File: config.mk
export PLATFORM = sky130hd
export DESIGN_NAME = uart_tx_array
export DESIGN_NICKNAME = d
export VERILOG_FILES = /design/src/rtl/uart_tx_array.sv
export SDC_FILE = /design/constraint.sdc
export NUM_CORES = 1
export LEC_CHECK = 0
export CORE_ASPECT_RATIO = 1.25
export CORE_MARGIN = 2
export CORE_UTILIZATION = 45
export DETAILED_ROUTE_END_ITERATION = 10
export HOLD_SLACK_MARGIN = 0.05
export PLACE_DENSITY = 0.7
export SLEW_MARGIN = 20
export SYNTH_ARGS = -nofsm -noshare
export SYNTH_HDL_FRONTEND = slang
export SYNTH_SLANG_ARGS = --single-unit
File: constraint.sdc
create_clock -name CLK -period 2.5 [get_ports CLK]
set_input_delay 0.75 -clock CLK [delete_from_list [all_inputs] [get_ports CLK]]
set_output_delay 0.75 -clock CLK [all_outputs]
set_load 0.005 [all_outputs]
File: src/rtl/uart_tx_array.sv
// Multi-lane UART transmitter: one baud divider, frame FSM and valid/ready load shared by NCH serial lanes.
// Optional parity bit after the data MSB is enabled by defining UART_TX_ARRAY_PARITY_EN.
module uart_tx_array #(
  parameter int NCH       = 7,
  parameter int DATA_W    = 8,
  parameter int BAUD_DIV  = 103,
  parameter int STOP_BITS = 1
`ifdef UART_TX_ARRAY_PARITY_EN
  ,
  parameter int PARITY_ODD = 0
`endif
) (
  input  logic                  CLK,
  input  logic                  RESETN,
  input  logic [NCH*DATA_W-1:0] IN_DATA,
  input  logic [NCH-1:0]        IN_MASK,
  input  logic                  IN_VALID,
  output logic                  IN_READY,
  output logic [NCH-1:0]        TX,
  output logic                  BUSY,
  output logic                  DONE
);

`ifdef UART_TX_ARRAY_PARITY_EN
  localparam int PAR_BITS = 1;
`else
  localparam int PAR_BITS = 0;
`endif
  localparam int NBITS = 1 + DATA_W + PAR_BITS + STOP_BITS;
  localparam int BCW   = $clog2(BAUD_DIV);
  localparam int NBW   = $clog2(NBITS);
  localparam logic [BCW-1:0] BAUD_LAST = BCW'(BAUD_DIV - 1);
  localparam logic [NBW-1:0] BIT_LAST  = NBW'(NBITS - 1);

  typedef enum logic {
    IDLE,
    SHIFT
  } state_t;

  state_t state_q, state_d;

  logic [1:0]                    rst_sync_q;
  logic [BCW-1:0]                baud_q;
  logic [NBW-1:0]                bit_q;
  logic [NCH-1:0]                mask_q;
  logic [NCH-1:0][NBITS-2:0]     shreg_q;
  logic [NCH-1:0][NBITS-2:0]     load_w;
  logic [NCH-1:0]                tx_q;
  logic                          busy_q;
  logic                          done_q;
  logic                          load;
  logic                          baud_last;
  logic                          frame_end;

  // The start bit is driven straight from the load, so the shift register only holds the remaining bits.
  always_comb begin
    load_w = '0;
    for (int k = 0; k < NCH; k++) begin
`ifdef UART_TX_ARRAY_PARITY_EN
      load_w[k] = {{STOP_BITS{1'b1}},
                   (^IN_DATA[k*DATA_W +: DATA_W]) ^ (PARITY_ODD != 0),
                   IN_DATA[k*DATA_W +: DATA_W]};
`else
      load_w[k] = {{STOP_BITS{1'b1}}, IN_DATA[k*DATA_W +: DATA_W]};
`endif
    end
  end

  // Reset release is synchronised so the first handshake can never race the deassertion edge.
  always_ff @(posedge CLK or negedge RESETN) begin
    if (!RESETN) begin
      rst_sync_q <= 2'b00;
    end else begin
      rst_sync_q <= {rst_sync_q[0], 1'b1};
    end
  end

  assign IN_READY  = (state_q == IDLE) && rst_sync_q[1];
  assign baud_last = (baud_q == BAUD_LAST);

  always_ff @(posedge CLK or negedge RESETN) begin
    if (!RESETN) begin
      state_q <= IDLE;
    end else begin
      state_q <= state_d;
    end
  end

  always_comb begin
    state_d   = state_q;
    load      = 1'b0;
    frame_end = 1'b0;
    case (state_q)
      IDLE: begin
        if (IN_VALID && IN_READY) begin
          load    = 1'b1;
          state_d = SHIFT;
        end
      end
      SHIFT: begin
        if (baud_last && (bit_q == BIT_LAST)) begin
          frame_end = 1'b1;
          state_d   = IDLE;
        end
      end
      default: state_d = IDLE;
    endcase
  end

  // Masked-off lanes are forced high for the whole frame while timing still runs normally.
  always_ff @(posedge CLK or negedge RESETN) begin
    if (!RESETN) begin
      baud_q  <= '0;
      bit_q   <= '0;
      mask_q  <= '0;
      shreg_q <= '1;
      tx_q    <= '1;
      busy_q  <= 1'b0;
      done_q  <= 1'b0;
    end else begin
      done_q <= 1'b0;
      if (load) begin
        shreg_q <= load_w;
        mask_q  <= IN_MASK;
        baud_q  <= '0;
        bit_q   <= '0;
        busy_q  <= 1'b1;
        tx_q    <= ~IN_MASK;
      end else if (state_q == SHIFT) begin
        if (frame_end) begin
          baud_q <= '0;
          bit_q  <= '0;
          busy_q <= 1'b0;
          done_q <= 1'b1;
          tx_q   <= '1;
        end else if (baud_last) begin
          baud_q <= '0;
          bit_q  <= bit_q + 1'b1;
          for (int k = 0; k < NCH; k++) begin
            tx_q[k]    <= shreg_q[k][0] | ~mask_q[k];
            shreg_q[k] <= {1'b1, shreg_q[k][NBITS-2:1]};
          end
        end else begin
          baud_q <= baud_q + 1'b1;
        end
      end
    end
  end

  assign TX   = tx_q;
  assign BUSY = busy_q;
  assign DONE = done_q;

endmodule

==> flow_summary.yaml <==
outcome:
  status: "complete, no violations"
power:
  p_sw_mw: 0.566
  clkPwrFrac_pct: 48.1
  pwr-share-comb_pct: 4.7
  powerDensity_nw_per_um2: 535
  ir_drop_uv: 323
  intPower_mw: 2.40
  p_leak_nw: 2.48
  power_mw: 2.96
  p_seq_share_pct: 47.2
  switching_share_pct: 19.1
clocking:
  cts_hold_buf: 0
  cts_tree: "done"
  clkSlewWorstSetupHoldPaths_ns: 0.06
  cts-root-buf: "clkbuf_16"
  cts.sinks: 86
  cts_made_buffers: 9
  clock_path_buffers: 2
  clock_latency_ns: 0.34
  cts_setup_buffers: 0
  cts-resized-gates: 0
  cts_htree_levels: 3
floorplanning:
  rows: 40
  die-width_um: 91.8
  start_util_pct: 45.6
  coreArea_um2: 9510
  die_h_um: 114
  die_area_um2: 10400
  ioPinCount: 76
worst_setup_path:
  worst_ep_arrival_time_ns: 1.48
  reg2reg_slack_ns: 0.47
  path_max_fanout: 9
  r2r_cells: 7
  worstSetupPathType: "reg2out"
  crit_required_ns: 1.75
  worstSetupEndpointType: "primary output"
  cp-start-kind: "flop"
sta:
  rsz0062_at_grt: "no"
  setup-tns-final_ns: 0
  fin_crit_sh_pct: 89.0
  period_needed_ns: 2.23
  skew_ns: 0.00738
  finalSetupViolations: 0
  timing.hold.ws_ns: 0.349
  clock.fmax_ghz: 0.449
  worstMarginPinSlew_ns: 0.544
  relSlewSlack_pct: 63.7
  hold_viol_final: 0
  maxSlewViolCount: 0
layout:
  final_net_count: 566
  antenna_cells: 0
  drive_above_1_share_pct: 28.5
  nFillCells: 815
  regArea_um2: 2230
  area_growth_pct: 27.6
  multiInputGateArea_um2: 1890
yosys:
  ys_seq_elements: 86
  synthFlopType: "dfstp_2"
  yosys.area.top_type_share_pct: 38.2
  synthesis.nets: 494
  synth-async-reset-ratio_pct: 100
  synth_edf_count: 0
  synth_common_cells: "185 x nand2_1, 63 x dfstp_2, 33 x mux2_4"
  syn-cell-area_um2: 4340
  synth_cells: 424
  synth_cell_type_count: 39
  synth.avg_cell_area_um2: 10.2
  synth_top_cells_by_area: "dfstp_2 38%, nand2_1 16%, dfrtp_1 13%"
  seq_area_frac_synth_pct: 51.5
  yosys.area.top_type: "dfstp_2"
  ys_warn_count: 0
  yosysMostFrequentCell: "nand2_1"
placed_design:
  dpl.hpwl_mm: 5.87
  gp_congestion: 0.788
  io_buffers: 75
routing:
  route.detailed.drc: 0
  wl_per_cell_um: 13.7
  drtIter0Drc: 150
  drt-pass1-iter-count: 7
  avgViaCountPerCell: 5.00
  ant_nets: 0
  finalWirelength_mm: 8.62
  num_vias: 3133
global_route:
  grt_overflow_total: 0
  grt_usage_pct: 17.8
  antenna_found_initial: 0
  grt_pass1_wl_mm: 14.9
  grt_max_degree: 63
  grt_pass1_vias: 3172
hold_path:
  hp-class: "reg2reg"
  min_path_cells: 0
run:
  maxCapViolCount: 0
-- cell families (layout without fill, tap and decap cells) --
kind of cell	Yosys count	in the layout	synth area share (%)
adders and majority gates	4	4	1.15
and+or+nand+nor	212	212	20.0
AOI/OAI and AO/OA	32	32	5.57
buffers and inverters	35	112	5.08
DFF	86	86	51.5
xor gates and xnor gates	4	4	0.808
muxes	50	50	15.8
other	1	1	0.0865
-- routing by layer --
layer / share of wire, % / vias up / GRT usage [%]
met2: 48 / 76 / 28.6
li1: - / 1528 / -
met5: 0 / - / 0
met1: 45 / 1516 / 23.8
met4: 2.1 / 0 / 8.76
met3: 4.3 / 13 / 2.44
-- flip-flops by register name (all words and copies together), names as in the netlist --
register,cells
state_q,1
DONE,1
TX,7
bit_q,4
rst_sync_q,2
BUSY,1
mask_q,7
shreg_q,56
baud_q,7
-- final timing paths --
kind / endpoint / from
setup / recovery: IN_READY / state_q
hold / removal: rst_sync_q[1] / rst_sync_q[0]
setup reg to reg: shreg_q[20] / baud_q[0]
hold reg to reg: rst_sync_q[1] / rst_sync_q[0]
max in group asynchronous: shreg_q[20] / RESETN
min in group asynchronous: mask_q[4] / RESETN
-- power by group through the flow --
stage	logic, mW	registers, mW	clock network (mW)
detailed placement	0.141	1.42	0
CTS	0.141	1.40	1.45
global route	0.149	1.40	1.51
global placement	0.141	1.42	0
floorplan	0.00134	1.42	0
finish	0.138	1.40	1.42
-- cell type report --
type | count | area share (%)
inverter | 10 | 0.678
clock buffer | 13 | 4.52
sequential | 86 | 40.3
timing repair buffer | 86 | 16.4
tap | 126 | 2.85
clock inverter | 3 | 1.20
multi-input combinational | 303 | 34.1
-- stage by stage --
step | utilization, % | worst slack [ns] | cell area, um2 | cells
global placement | 54.9 | 0.113 | 5220 | 611
CTS | 58.2 | 0.261 | 5530 | 627
floorplan | - | 0.566 | 4340 | 424
finish | 58.2 | 0.275 | 5530 | 627
global route | 58.2 | 0.184 | 5530 | 627
detailed placement | 54.9 | 0.0824 | 5220 | 611
-- critical path, stage by stage (launching register included) --
cell and delay (ns):
dfrtp_1 0.48, nor2b_1 0.15, clkdlybuf4s50_1 0.51
-- cells in the final DEF, fill, tap and decap left out, drive strengths merged, types with 2 or more instances in the layout --
cell type        n
dfrtp           23
xor2             4
a21oi            4
and4b            2
buf             12
and3             2
nor2b            2
dfstp           63
mux2            50
nand4            2
bufinv           2
o311ai           6
clkdlybuf4s50   74
clkbuf          13
ha               4
nand3            4
or3              2
nand3b           3
nor2             7
inv             11
o21ai            8
o22a             7
nand2          185
Power figures use the tool's default switching activity.
